==> src/rtl/hazard_ctrl.sv <==
// rtl/hazard_ctrl.sv - pipeline hazard control: forwarding, load-use stall, branch flush, debug halt drain
// Holds the instruction in F and drains D..W into bubbles before acknowledging a halt.
module hazard_ctrl #(
  parameter int DRAIN_CYCLES = 4,
  parameter int CNT_W        = 16
) (
  input  logic             clk,
  input  logic             rst,
  input  logic [4:0]       Rs1_D,
  input  logic [4:0]       Rs2_D,
  input  logic [4:0]       Rs1_E,
  input  logic [4:0]       Rs2_E,
  input  logic [4:0]       RD_E,
  input  logic             ResultSrcE,
  input  logic             PCSrcE,
  input  logic [4:0]       RD_M,
  input  logic             RegWriteM,
  input  logic [4:0]       RD_W,
  input  logic             RegWriteW,
  input  logic             HaltReq,
  input  logic             CntClr,
  output logic [1:0]       ForwardA_E,
  output logic [1:0]       ForwardB_E,
  output logic             StallF,
  output logic             StallD,
  output logic             FlushD,
  output logic             FlushE,
  output logic             HaltAck,
  output logic [CNT_W-1:0] StallCount,
  output logic [CNT_W-1:0] FlushCount
);

  localparam int DCW = $clog2(DRAIN_CYCLES + 1);

  typedef enum logic [1:0] {RUN, DRAIN, HALTED} state_t;

  state_t           state_q;
  logic [DCW-1:0]   drain_q;
  logic             halt_ack_q;
  logic [CNT_W-1:0] stall_cnt_q;
  logic [CNT_W-1:0] flush_cnt_q;
  logic             lw_stall;
  logic             lw_eff;

  always_comb begin
    ForwardA_E = 2'b00;
    if (RegWriteM && (RD_M != 5'd0) && (RD_M == Rs1_E))      ForwardA_E = 2'b10;
    else if (RegWriteW && (RD_W != 5'd0) && (RD_W == Rs1_E)) ForwardA_E = 2'b01;
    ForwardB_E = 2'b00;
    if (RegWriteM && (RD_M != 5'd0) && (RD_M == Rs2_E))      ForwardB_E = 2'b10;
    else if (RegWriteW && (RD_W != 5'd0) && (RD_W == Rs2_E)) ForwardB_E = 2'b01;
  end

  assign lw_stall = ResultSrcE && (RD_E != 5'd0) && ((RD_E == Rs1_D) || (RD_E == Rs2_D));
  // A taken branch squashes the D instruction anyway, so it overrides the load-use stall.
  assign lw_eff   = lw_stall && !PCSrcE;

  always_comb begin
    StallF = 1'b0;
    StallD = 1'b0;
    FlushD = 1'b0;
    FlushE = 1'b0;
    case (state_q)
      RUN: begin
        StallF = lw_eff;
        StallD = lw_eff;
        FlushE = lw_eff || PCSrcE;
        FlushD = PCSrcE;
      end
      DRAIN: begin
        if (PCSrcE) begin
          FlushD = 1'b1;
          FlushE = 1'b1;
        end else if (lw_eff) begin
          StallF = 1'b1;
          StallD = 1'b1;
          FlushE = 1'b1;
        end else begin
          StallF = 1'b1;
          FlushD = 1'b1;
        end
      end
      HALTED: begin
        StallF = 1'b1;
        FlushD = 1'b1;
      end
      default: ;
    endcase
  end

  always_ff @(posedge clk or negedge rst) begin
    if (!rst) begin
      state_q    <= RUN;
      drain_q    <= '0;
      halt_ack_q <= 1'b0;
    end else begin
      case (state_q)
        RUN: begin
          if (HaltReq && !lw_eff) begin
            state_q <= DRAIN;
            drain_q <= DCW'(DRAIN_CYCLES);
          end
        end
        DRAIN: begin
          if (!HaltReq) begin
            state_q <= RUN;
            drain_q <= '0;
          end else if (PCSrcE) begin
            drain_q <= DCW'(DRAIN_CYCLES - 1);
          end else if (lw_eff) begin
            drain_q <= drain_q;
          end else if (drain_q <= DCW'(1)) begin
            state_q    <= HALTED;
            drain_q    <= '0;
            halt_ack_q <= 1'b1;
          end else begin
            drain_q <= drain_q - DCW'(1);
          end
        end
        HALTED: begin
          if (!HaltReq) begin
            state_q    <= RUN;
            halt_ack_q <= 1'b0;
          end
        end
        default: begin
          state_q    <= RUN;
          drain_q    <= '0;
          halt_ack_q <= 1'b0;
        end
      endcase
    end
  end

  always_ff @(posedge clk or negedge rst) begin
    if (!rst) begin
      stall_cnt_q <= '0;
      flush_cnt_q <= '0;
    end else if (CntClr) begin
      stall_cnt_q <= '0;
      flush_cnt_q <= '0;
    end else begin
      if (lw_stall && StallD && (stall_cnt_q != '1)) stall_cnt_q <= stall_cnt_q + 1'b1;
      if (PCSrcE && (flush_cnt_q != '1))             flush_cnt_q <= flush_cnt_q + 1'b1;
    end
  end

  assign HaltAck    = halt_ack_q;
  assign StallCount = stall_cnt_q;
  assign FlushCount = flush_cnt_q;

endmodule

==> config.mk <==
export PLATFORM = sky130hd
export DESIGN_NAME = hazard_ctrl
export DESIGN_NICKNAME = d
export VERILOG_FILES = /design/src/rtl/hazard_ctrl.sv
export SDC_FILE = /design/constraint.sdc
export NUM_CORES = 1
export LEC_CHECK = 0
export BUFFER_PORTS_ARGS = -buffer_cell sky130_fd_sc_hd__buf_2
export CORE_MARGIN = 3
export CORE_UTILIZATION = 50
export DETAILED_ROUTE_END_ITERATION = 8
export PLACE_DENSITY_LB_ADDON = 0.1
export SLEW_MARGIN = 5
export SYNTH_ARGS = -nofsm -noshare
export SYNTH_HDL_FRONTEND = slang
export SYNTH_SLANG_ARGS = --single-unit
export TNS_END_PERCENT = 20
==> constraint.sdc <==
create_clock -name clk -period 4.1 [get_ports clk]
set_clock_uncertainty 0.15 [all_clocks]
set_input_delay 0.41 -clock clk [delete_from_list [all_inputs] [get_ports clk]]
set_output_delay 0.41 -clock clk [all_outputs]
set_load 0.1 [all_outputs]
==> out/summary.txt <==
Fin. Hold Viols: 0
relative slew slack: 42.47%
Final Max Slew Viols: 0
Power Total: 988.1 uW
clk sink count: 38
CP endpoint: FlushD
CP max stage cell: or4_1
Worst Max-Slew Pin Slew: 862.9 ps
leakage: 0.001382 uW
Seq/Total Area, Yosys: 38.85%
Clock Latency Late Sink: 290 ps
worst-path maximum fanout: 7
antenna cells: 0
Post-Layout Cell Count: 424
Synth Instances: 278
average instance area after synthesis: 8.803 um^2
# placed instances: 417
Post-Route WL: 5841 um
yosys warns: 0
CP cell instances: buf_2 > or4_1 > o21a_1 > nand2_1 > a21oi_1 > o21ai_0 > buf_2
R2R Path End: StallCount[11]
Die W: 75.96 um
clk slew on worst S/H paths: 70 ps
Pwr Density: 326.9 nW/um^2
Longest Clk Path Bufs: 2
Tot GR Track Use: 20.49%
final RePlAce weighted congestion: 0.7863
WL/cell: 13.78 um
Mapped Area: 2447 um^2
worst hold-check slack: 77.70 ps
vias in the first global route: 2195
filler instances: 381
worst r2r src: StallCount[0]
initial core utilization: 53.97%
Setup violations, final: 0
f_max: 367.7 MHz
Crit. Startpoint: RD_E[1]
Crit path required time: 3540 ps
FF-to-FF setup slack: 1410 ps
register area: 950.9 um^2
Tcrit/Tclk final: 66.33%
Vias/cell: 5.441
Hold Crit Class: in -> async
layout cells sized above 1: 26.46%
DIE AREA: 5770 um^2
pre-CTS setup slack: 1380 ps
layout overhead on the synthesized area: 23.52%
R2R depth: 7
Final ANT Viol Nets: 0
core area: 4534 um^2
global route total overflow: 0
WS Path Type: in -> out
max-capacitance violation count: 0
Distinct cells, synth: 43
H-tree Lvls: 2
number of hold buffers added after cts: 0
synthesized flop and latch total: 38
number of setup buffers added after CTS: 0
CTS buffer count: 5
PnR worst setup slack: 1380 ps
nets@finish: 406
crit end category: primary output
Setup TNS Final: 0 ps
CP max stage delay: 520 ps
Remaining DRCs: 0
crit path launch type: input port
TritonCTS clock tree: built
Post-Syn Nets: 325
Top-Level Pins: 84
pin count of the biggest net entering global routing: 39
RSZ-0062 raised after global routing: false
antenna violations before repair: 0
Detailed Route Iter0 Violations: 68
CP Data Arrival Time: 2160 ps
first-pass GRT wire length: 9956 um
critical path's most frequent cell: buf_2
Port Buffers: 83
post-cts sizing count: 0
multi-input logic area: 1425 um^2
via count: 2307
Final HPWL DP: 4482 um
clk root buf: clkbuf_8
Die H: 75.96 um
row cnt: 24
crit path time final: 2720 ps
Worst VDD drop: 242.8 uV
detailed-router iteration count before antenna repair: 4
status: finished, final reports clean
-- placed cells by master (no fill, tap or decap), types with 3 or more instances in the layout --
master | Yosys | layout
dfrtp_1 | 38 | 38
nand4_1 | 9 | 9
or3_1 | 7 | 7
nor2_1 | 27 | 27
o21ai_0 | 11 | 11
clkbuf_8 | 0 | 6
nor3_1 | 5 | 5
nand2_1 | 19 | 19
xor2_1 | 25 | 25
a21oi_1 | 21 | 21
nor4_1 | 5 | 3
or4_1 | 12 | 12
ha_1 | 4 | 4
and4_1 | 4 | 4
o31ai_1 | 6 | 6
buf_2 | 1 | 83
xnor2_1 | 22 | 22
inv_1 | 10 | 10
nand3_1 | 20 | 20
-- worst max-delay path, delay by kind of cell --
kind / cells / cell delay, ps
buffers and inverters: 2 / 560
and+or+nand+nor: 2 / 720
AOI/OAI and AO/OA: 3 / 460
-- how the worst min path moves through the flow --
stage,startpoint,to,slack (ps),depth (start not counted)
3_5_place_dp,HaltAck,HaltAck,350,2
5_1_grt,rst,StallCount[14],140,1
2_1_floorplan,rst,FlushCount[0],-40,0
6_report,rst,StallCount[14],80,1
3_3_place_gp,HaltAck,HaltAck,330,2
4_1_cts,rst,StallCount[14],100,1
-- registers in the layout, summed over array words and instances (netlist names) --
signal / cells
FlushCount: 16
HaltAck: 1
StallCount: 16
drain_q: 3
state_q: 2
-- power by group --
part | internal [uW] | switching (uW)
clock | 195 | 129
sequential | 392 | 16.6
combinational | 74.1 | 181
-- layer usage --
| layer | part of all wire, % | global-route usage, % | up-vias |
|---|---|---|---|
| li1 | - | - | 1163 |
| met1 | 45 | 26.36 | 1070 |
| met2 | 48 | 34.31 | 65 |
| met3 | 5.9 | 5.450 | 9 |
| met4 | 1.0 | 5.254 | 0 |
| met5 | 0 | 0 | - |
-- synth_stat cells, drive strengths merged --
cell	instances	area share, %
o31ai	6	1.8
or4	12	3.7
a2111oi	1	0.41
or2	1	0.26
mux2i	1	0.41
nor2	27	4.1
o221ai	1	0.36
dfrtp	38	39
o22ai	2	0.77
xor2	25	8.9
and3	1	0.26
o21ai	12	2.5
and4	4	1.4
ha	4	2.0
nor3	5	1.0
inv	10	1.5
or3	7	1.8
nand3	20	4.1
o311a	2	0.87
nand2	19	2.9
a31oi	2	0.51
mux2	1	0.46
a21o	2	0.61
buf	4	1.1
clkbuf	5	0.77
a21oi	21	4.3
nand2b	1	0.26
and2	2	0.61
a211o	1	0.36
o21a	1	0.31
a311oi	1	0.36
o211ai	1	0.31
nor4	5	1.3
nand4	9	2.3
xnor2	22	7.9
nor2b	2	0.51
-- metrics by stage --
step,area [um^2],utilization (%)
detailed placement,2910,64.18
floorplan,2460,-
CTS,3023,66.67
finish,3023,66.67
global placement,2910,64.18
global route,3023,66.67
-- logic make-up after synthesis --
| kind of cell | synth area share (%) |
|---|---|
| simple gates | 24.54 |
| mux | 0.8691 |
| buf+inv | 3.425 |
| fa+ha+maj | 2.045 |
| compound gates | 13.45 |
| flops | 38.85 |
| xor+xnor | 16.82 |
-- layout make-up --
type                       instances  share of cell area (%)
timing repair buffer              83                   13.74
tap                               65                   2.690
sequential                        38                   31.46
clock buffer                       6                   2.732
multi-input combinational        221                   47.14
inverter                          10                   1.242
clock inverter                     1                  0.9934
Power figures use the tool's default switching activity.
